[config.mk]
export PLATFORM = sky130hd
export DESIGN_NAME = serial_adder
export DESIGN_NICKNAME = d
export VERILOG_FILES = /design/src/rtl/serial_adder.sv
export SDC_FILE = /design/constraint.sdc
export NUM_CORES = 1
export LEC_CHECK = 0
export CELL_PAD_IN_SITES_DETAIL_PLACEMENT = 1
export CELL_PAD_IN_SITES_GLOBAL_PLACEMENT = 1
export CORE_ASPECT_RATIO = 0.5
export CORE_MARGIN = 10
export CORE_UTILIZATION = 37
export CTS_CLUSTER_SIZE = 28
export DETAILED_ROUTE_END_ITERATION = 8
export PLACE_DENSITY = 0.75
export SLEW_MARGIN = 20
export SYNTH_ARGS = -nofsm -noshare
export SYNTH_HDL_FRONTEND = slang
export SYNTH_SLANG_ARGS = --single-unit
[constraint.sdc]
create_clock -name clk -period 1.8 [get_ports clk]
set_input_delay 0.36 -clock clk [delete_from_list [all_inputs] [get_ports clk]]
set_output_delay 0.36 -clock clk [all_outputs]
set_load 0.02 [all_outputs]
[src/rtl/serial_adder.sv]
// serial_adder: bit-serial unsigned adder with valid/ready handshakes.
// Operands are captured in parallel, then summed LSB-first, one full-adder
// slice per clock, with the carry held in a flip-flop between slices.
module serial_adder #(
  parameter int WIDTH = 8
) (
  input  logic             clk,
  input  logic             rst,
  input  logic             in_valid,
  output logic             in_ready,
  input  logic [WIDTH-1:0] a,
  input  logic [WIDTH-1:0] b,
  input  logic             ci,
  output logic             out_valid,
  input  logic             out_ready,
  output logic [WIDTH-1:0] sum,
  output logic             co,
  output logic             busy
);

  localparam int CW = (WIDTH > 1) ? $clog2(WIDTH) : 1;
  localparam logic [CW-1:0] LAST_BIT = CW'(WIDTH - 1);

  typedef enum logic [1:0] {
    IDLE = 2'd0,
    RUN  = 2'd1,
    DONE = 2'd2
  } state_t;

  state_t           state_q, state_d;
  logic [WIDTH-1:0] aSh_q, aSh_d;
  logic [WIDTH-1:0] bSh_q, bSh_d;
  logic [WIDTH-1:0] sumSh_q, sumSh_d;
  logic [WIDTH-1:0] sum_q, sum_d;
  logic             carry_q, carry_d;
  logic             co_q, co_d;
  logic [CW-1:0]    cnt_q, cnt_d;

  logic             sBit;
  logic             cBit;
  logic [WIDTH-1:0] sumShifted;

  // One full-adder slice over the current LSBs and the held carry.
  always_comb begin
    sBit       = aSh_q[0] ^ bSh_q[0] ^ carry_q;
    cBit       = (aSh_q[0] & bSh_q[0]) | (bSh_q[0] & carry_q) | (carry_q & aSh_q[0]);
    sumShifted = {sBit, sumSh_q[WIDTH-1:1]};
  end

  // State and datapath registers; reset clears everything and aborts any operation.
  always_ff @(posedge clk) begin
    if (rst) begin
      state_q <= IDLE;
      aSh_q   <= '0;
      bSh_q   <= '0;
      sumSh_q <= '0;
      sum_q   <= '0;
      carry_q <= 1'b0;
      co_q    <= 1'b0;
      cnt_q   <= '0;
    end else begin
      state_q <= state_d;
      aSh_q   <= aSh_d;
      bSh_q   <= bSh_d;
      sumSh_q <= sumSh_d;
      sum_q   <= sum_d;
      carry_q <= carry_d;
      co_q    <= co_d;
      cnt_q   <= cnt_d;
    end
  end

  // Next-state: capture in IDLE, shift one slice per RUN cycle, publish on the last slice.
  always_comb begin
    state_d = state_q;
    aSh_d   = aSh_q;
    bSh_d   = bSh_q;
    sumSh_d = sumSh_q;
    sum_d   = sum_q;
    carry_d = carry_q;
    co_d    = co_q;
    cnt_d   = cnt_q;
    case (state_q)
      IDLE: begin
        if (in_valid) begin
          aSh_d   = a;
          bSh_d   = b;
          carry_d = ci;
          cnt_d   = '0;
          state_d = RUN;
        end
      end
      RUN: begin
        aSh_d   = {1'b0, aSh_q[WIDTH-1:1]};
        bSh_d   = {1'b0, bSh_q[WIDTH-1:1]};
        sumSh_d = sumShifted;
        carry_d = cBit;
        cnt_d   = cnt_q + CW'(1);
        if (cnt_q == LAST_BIT) begin
          sum_d   = sumShifted;
          co_d    = cBit;
          state_d = DONE;
        end
      end
      DONE: begin
        if (out_ready) begin
          state_d = IDLE;
        end
      end
      default: begin
        state_d = IDLE;
      end
    endcase
  end

  // Outputs depend only on registered state, never on in_valid/out_ready.
  always_comb begin
    in_ready  = (state_q == IDLE);
    busy      = (state_q == RUN);
    out_valid = (state_q == DONE);
    sum       = sum_q;
    co        = co_q;
  end

endmodule

# Word level (Yosys, flattened, before mapping)
# Cells that the tools add are included.
[classes] add_sub_neg=1 n_eq_ne=6 mux=12 bitwise=7 reduce_logical=5
[op_table] op="$pmux W8 S2" count=2
[op_table] op="$mux W8" count=2
[op_table] op="$mux W2" count=3
[op_table] op="$pmux W2 S3" count=1
[op_table] op="$pmux W3 S2" count=1
[op_table] op="$ne A2 B1 Y1 const B" count=2
[op_table] op="$reduce_and A2 Y1" count=2
[op_table] op="$add A3 B1 Y3 const B" count=1
[op_table] op="$and A1 B1 Y1" count=3
[op_table] op="$eq A3 B3 Y1 const B" count=1
[op_table] op="$mux W3" count=1
[op_table] op="$reduce_and A3 Y1" count=1
[op_table] op="$eq A2 B1 Y1 const B" count=1
[op_table] op="$eq A2 B2 Y1 const B" count=1
[op_table] op="$logic_not A2 Y1" count=1
[op_table] op="$ne A2 B2 Y1 const B" count=1
[op_table] op="$or A1 B1 Y1" count=2
[op_table] op="$pmux W1 S2" count=1
[op_table] op="$reduce_bool A2 Y1" count=1
[op_table] op="$xor A1 B1 Y1" count=2
[op_table] op="$mux W1" count=1
[word_totals] reg_bits=39 out_inout_bits=12 word_cells=39

# Longest topological paths before layout
# Gate-level depths: netlist of the first run.
[depth] depth_word=4 ltp_mapped=6 depth_no_buf=5

# Least setup slack after synthesis of the first run
# Ideal clock, no wire load.
[synth_path] path_type="flip-flop to flip-flop" from="register cnt_q[0]" to="register co_q (netlist: co)" setup_time_ns=0.128 synth_period_minus_slack_ns=1.447 required_ns=1.672 arrival_ns=1.320 n_path_buf=1 slack_ns=0.353 path_stages_with_launch=7 path_cell_list="dfxtp_1 ha_1 ha_1 buf_2 nand3b_1 mux2i_1 nor2_1"
[synth_via] elab_chain_cells=2
[synth_lines] item="start: declaration" line="37" text="logic [CW-1:0] cnt_q, cnt_d;"
[synth_lines] item="start signal: assignment" line="69" text="cnt_q <= cnt_d;"
[synth_lines] item="$eq A3 B3 Y1" line="99" text="if (cnt_q == LAST_BIT) begin"
[synth_lines] item="$reduce_and A2 Y1 (no line)"
[synth_lines] item="end signal: assignment" line="68" text="co_q <= co_d;"
[synth_lines] item="end: declaration" line="36" text="logic co_q, co_d;"
# No other way between the ends.
# A chain may end at the register's enable or synchronous reset.

# Worst setup path in the final report of the first run
[layout_path] from="register state_q[1]" to="output out_valid"
[layout_via] elab_chain_cells=1
[layout_lines] item="start: declaration" line="30" text="state_t state_q, state_d;"
[layout_lines] item="start signal: assignment" line="62" text="state_q <= state_d;"
[layout_lines] item="$eq A2 B2 Y1" line="120" text="out_valid = (state_q == DONE);"
[layout_lines] item="end: declaration" line="14" text="output logic out_valid,"
# No other way between the ends.

==> results of run 1 <==
worst max-delay path, cell delays in order (launching register included):
cell and delay, ns:
dfxtp_1 0.45, nor2b_1 0.22, dlygate4sd2_1 0.36
metal layers:
layer  wire (µm)  part of all wire  global-route usage
met1        1760              0.48               0.110
met2        1730              0.47               0.180
met4          32            0.0086              0.0330
met5           0                 0                   0
met3         170             0.046              0.0380
repair_timing:
action,4_1_cts,5_1_grt
resized for setup,4,0
hold buffers,0,0
hold endpoints to repair,0,0
endpoints found under the setup margin,3,0
setup buffers,0,0
how the worst min path moves through the flow:
stage,start,endpoint,cells after the start
CTS,sum[4],sum[4],2
floorplan,sumSh_q[1],sumSh_q[1],2
global placement,sum[4],sum[4],2
finish,sum[4],sum[4],2
global route,sum[6],sum[6],2
detailed placement,sum[4],sum[4],2
report_power, final:
group	leakage [nW]	internal [mW]	total, mW	switching (mW)
registers	0.311	0.883	0.911	0.0280
clock network	0.0383	0.267	0.536	0.269
logic	0.392	0.114	0.224	0.110
cells in the mapped netlist (all sizes together):
| cell | number | area share |
|---|---|---|
| inv | 16 | 0.040 |
| nand2 | 23 | 0.055 |
| fa | 1 | 0.013 |
| nor2 | 9 | 0.025 |
| ha | 2 | 0.016 |
| a21oi | 31 | 0.13 |
| mux2i | 1 | 0.0064 |
| a211oi | 2 | 0.013 |
| nor2b | 1 | 0.0040 |
| nand3b | 1 | 0.0048 |
| nand2b | 2 | 0.0080 |
| a22oi | 2 | 0.0096 |
| dfxtp | 38 | 0.49 |
| o21bai | 1 | 0.0048 |
| clkbuf | 3 | 0.0072 |
| o221a | 15 | 0.11 |
| nand3 | 8 | 0.026 |
| a32oi | 2 | 0.011 |
| buf | 8 | 0.039 |
stage by stage:
stage / TNS [ns] / setup slack (ns) / area [µm²]
finish: 0 / 0.132 / 2020
global route: 0 / 0.0697 / 2020
CTS: 0 / 0.115 / 2020
detailed placement: -0.198 / -0.0205 / 1950
global placement: -0.256 / -0.0191 / 1950
floorplan: 0 / 0.353 / 1570
sequential cells by signal, indices dropped and copies added, names as in the netlist:
register / cells
aSh_q: 8
bSh_q: 8
sum: 8
sumSh_q: 7
cnt_q: 3
state_q: 2
carry_q: 1
co: 1
area by class of cell:
type	instances	area, µm²	share of cell area
clock buffers	7	76.3	0.0377
well taps	54	67.6	0.0334
multi-input cells	101	672	0.332
inverters	16	62.6	0.0309
flip-flops and latches	38	762	0.377
repair buffers	39	382	0.189
cells in the final DEF, fill, tap and decap left out, types with 5 or more instances in the layout:
| master | n |
|---|---|
| buf_4 | 6 |
| clkbuf_8 | 5 |
| nand2_1 | 23 |
| inv_1 | 15 |
| a21oi_1 | 20 |
| nor2_1 | 7 |
| a21oi_2 | 11 |
| dfxtp_1 | 37 |
| o221a_2 | 14 |
| clkdlybuf4s50_1 | 29 |
| nand3_1 | 8 |
cell families after synthesis:
group | after synthesis | share of synthesized area
flip-flops | 38 | 0.485
AND/OR/NAND/NOR | 44 | 0.122
multiplexers | 1 | 0.00638
AO/OA/AOI/OAI | 53 | 0.271
buffers and inverters | 27 | 0.0862
adder cells (fa/ha/maj) | 3 | 0.0287
==> results.sh, run 1 <==
export IMPL_synth_seq_area_share=0.485
export IMPL_avgSynthCellArea_um2=9.44
export IMPL_remaining_drc_errors=0
export IMPL_grt_max_degree=39
export IMPL_vias=1274
export IMPL_dieArea_mm2=0.00740
export IMPL_viasPerCell=5.00
export IMPL_clk_latency_ns=0.28
export IMPL_grt_setup_unrepaired="no"
export IMPL_required_ns=1.44
export IMPL_start_util=0.394
export IMPL_tritoncts="yes"
export IMPL_layoutNonFillerInstCount=255
export IMPL_crit_end="out_valid"
export IMPL_gp_congestion=0.708
export IMPL_clockBufferDepth=2
export IMPL_htreeDepth=2
export IMPL_yosys_warnings=0
export IMPL_clk_pin_slew_ns=0.07
export IMPL_endpoint_kind="primary output"
export IMPL_io_buffers=32
export IMPL_num_nets_final=225
export IMPL_cts_sinks=38
export IMPL_cts_buffers=5
export IMPL_regToRegEndpoint="cnt_q[0]"
export IMPL_slew_headroom=0.530
export IMPL_start_kind="register"
export IMPL_drt_iter0_drc=37
export IMPL_power_mw=1.67
export IMPL_ys_seq_elements=38
export IMPL_crit_arrival_ns=1.31
export IMPL_leakage_nw=0.742
export IMPL_drive_above_1_share=0.209
export IMPL_min_path_type="reg -> reg"
export IMPL_io_pins=33
export IMPL_outcome="complete, no violations"
export IMPL_power_density_mw_per_mm2=826
export IMPL_cts_root_buffer="clkbuf_8"
export IMPL_path_class="reg -> out"
export IMPL_finalHoldViolCount=0
export IMPL_grtUsageTotal=0.101
export IMPL_drv_slew=0
export IMPL_grt_pass1_wl_um=6170
export IMPL_core_mm2=0.00398
export IMPL_vdd_drop_max_v=0.000339
export IMPL_diodes=0
export IMPL_tightest_slew_ns=0.704
export IMPL_worst_hold_slack_ns=0.456
export IMPL_grt_overflow=0
export IMPL_fmax_mhz=599
export IMPL_finalSetupViolations=0
export IMPL_maxCapViolations=0
export IMPL_num_fill_cells=462
export IMPL_critPathMaxFanout=6
export IMPL_syn_num_nets=190
export IMPL_fin_crit_ns=1.67
export IMPL_final_util=0.508
export IMPL_die_w_um=112
export IMPL_hpwl_um=2600
export IMPL_synth_cell_area_mm2=0.00157
export IMPL_areaGrowthSynthToFinish_pct=29.0
export IMPL_worstSetupStartpoint="state_q[1]"
export IMPL_antenna_found_initial=0
export IMPL_r2r_start="state_q[1]"
export IMPL_fin_crit_sh=0.927
export IMPL_std_cell_rows=16
export IMPL_skew_ns=0.00530
export IMPL_routed_wl_um=3700
export IMPL_dpl_cell_count=248
export IMPL_grt_pass1_vias=1328
export IMPL_ant_nets=0
export IMPL_first_pass_iters=4
export IMPL_r2r_slack_ns=0.36
export IMPL_routedWlPerCell_um=14.5
export IMPL_reg2reg_depth=5
export IMPL_synth_cell_types=26
export IMPL_die_h_um=66.0
export IMPL_synthCells=166
(Power assumes the default switching activity.)
==> inputs of run 2 (changes only) <==
Settings changed: CORE_MARGIN 10 to 2.
==> run 2 against run 1 <==
Net effect:
- sequential power barely moved
- via count barely moved
- combinational power barely moved
- wire length fell by 6.2%
- global-route usage rose by 6.4 points
- register-to-register slack got worse by 0.02 ns
- die area fell by 35%
- clock skew rose by 0.0016 ns
- cell count rose by 0.39%
- worst hold slack improved by 0.00073 ns
- critical path type unchanged
- clock-buffer cell count rose by 1
- critical endpoint is now busy
==> results.sh, run 2 (same netlist as run 1, synthesis figures left out) <==
export IMPL_start_util=0.394
export IMPL_seq_area_um2=762
export IMPL_htreeDepth=2
export IMPL_clockBufferDepth=2
export IMPL_dpl_worst_slack_ns=-0.0231
export IMPL_first_pass_iters=4
export IMPL_drive_above_1_share=0.223
export IMPL_outcome="complete, no violations"
export IMPL_clk_latency_ns=0.29
export IMPL_grt_overflow=0
export IMPL_path_cells="nand2b_1 -> inv_4 -> dlygate4sd2_1"
export IMPL_busiest_layer="met2"
export IMPL_path_buf_inv=2
export IMPL_maxCapViolations=0
export IMPL_power_density_mw_per_mm2=878
export IMPL_grt_pass1_wl_um=6050
export IMPL_slowest_stage="dfxtp_1"
export IMPL_path_class="reg -> out"
export IMPL_fin_crit_ns=1.66
export IMPL_fin_crit_sh=0.922
export IMPL_antenna_found_initial=0
export IMPL_cts_sinks=38
export IMPL_grt_pass1_vias=1296
export IMPL_diodes=0
export IMPL_leakage_nw=0.761
export IMPL_num_nets_final=225
export IMPL_finalHoldViolCount=0
export IMPL_grt_use_met3=0.0596
export IMPL_areaGrowthSynthToFinish_pct=31.1
export IMPL_grt_max_degree=39
export IMPL_num_fill_cells=453
export IMPL_skew_ns=0.00686
export IMPL_endpoint_kind="primary output"
export IMPL_cts_root_buffer="clkbuf_8"
export IMPL_tightest_slew_ns=0.685
export IMPL_ant_nets=0
export IMPL_fmax_mhz=603
export IMPL_cts_buffers=5
export IMPL_final_cell_mix="37 x dfxtp_1, 29 x clkdlybuf4s50_1, 23 x nand2_1, 20 x a21oi_1, 15 x inv_1"
export IMPL_tritoncts="yes"
export IMPL_start_kind="register"
export IMPL_grt_setup_unrepaired="no"
export IMPL_critPathTopFamily="flip-flops"
export IMPL_routed_wl_um=3470
export IMPL_grtUsageTotal=0.165
export IMPL_gp_congestion=0.689
export IMPL_std_cell_rows=16
export IMPL_remaining_drc_errors=0
export IMPL_core_mm2=0.00398
export IMPL_power_mw=1.80
export IMPL_use_met1=0.208
export IMPL_drt_iter0_drc=48
export IMPL_io_buffers=32
export IMPL_hpwl_um=2340
export IMPL_viasPerCell=4.97
export IMPL_required_ns=1.44
export IMPL_cts_setup_buffers=0
export IMPL_finalSetupViolations=0
export IMPL_vias=1273
export IMPL_vdd_drop_max_v=0.000361
export IMPL_crit_arrival_ns=1.30
export IMPL_die_w_um=96.1
export IMPL_die_h_um=50.0
export IMPL_routedWlPerCell_um=13.6
export IMPL_hold_buffers=0
export IMPL_slew_headroom=0.543
export IMPL_layout_setup_ws_ns=0.140
export IMPL_min_path_type="reg -> reg"
export IMPL_critPathMaxFanout=6
export IMPL_drv_slew=0
export IMPL_final_common_cell="dfxtp_1"
export IMPL_crit_path_max_incr_delay_ns=0.45
export IMPL_clk_pin_slew_ns=0.07
export IMPL_r2r_slack_ns=0.34
export IMPL_dieArea_mm2=0.00481
export IMPL_worst_hold_slack_ns=0.457
export IMPL_multiInputGateArea_um2=672
export IMPL_grt_util_met2=0.271
export IMPL_io_pins=33
==> run 2: cell types whose count changed in the layout (fill, tap and decap cells not counted) <==
cell      previous run  this run
clkbuf_1             2         0
clkbuf_8             5         8
==> run 2: worst paths after layout <==
kind	from	to	cells past startpoint
worst max-delay path	state_q[1]	busy	3
worst min-delay path	sum[1]	sum[1]	2
worst max register to register	state_q[1]	bSh_q[0]	5
worst min register to register	sum[1]	sum[1]	2
==> run 2: worst reg2reg max path: cells and delay by family, from the launching register on <==
kind                   cells  cell delay [ns]
buffers and inverters      2             0.30
AO/OA/AOI/OAI              2             0.44
AND/OR/NAND/NOR            1             0.22
flip-flops                 1             0.45
==> run 2: timing repair <==
action	CTS	global route
gates resized for setup	4	0
hold endpoints to repair	0	0
endpoints found under the setup margin	3	0
==> run 2: per-layer routing <==
layer,part of all wire,up-vias
met2,0.47,19
met3,0.036,3
li1,-,650
met1,0.49,601
met5,0,-
met4,0.0043,0
==> run 2: through the flow <==
| step | area, µm² | utilization | setup TNS, ns | instances |
|---|---|---|---|---|
| 2_1_floorplan | 1570 | - | 0 | 166 |
| 5_1_grt | 2060 | 0.516 | 0 | 256 |
| 4_1_cts | 2060 | 0.516 | 0 | 256 |
| 3_3_place_gp | 1950 | 0.489 | -0.0266 | 248 |
| 3_5_place_dp | 1950 | 0.489 | -0.183 | 248 |
| 6_report | 2060 | 0.516 | 0 | 256 |
==> run 2: cell type report <==
cell class	instances	share of cell area
clock buffer	8	0.0536
timing repair buffer	39	0.186
sequential	38	0.371
multi-input combinational	101	0.327
tap	54	0.0329
inverter	16	0.0304
==> run 2: where the power goes <==
| group | switching, mW | internal [mW] |
|---|---|---|
| clock network | 0.283 | 0.387 |
| registers | 0.0285 | 0.883 |
| logic | 0.109 | 0.114 |
| total | 0.421 | 1.38 |
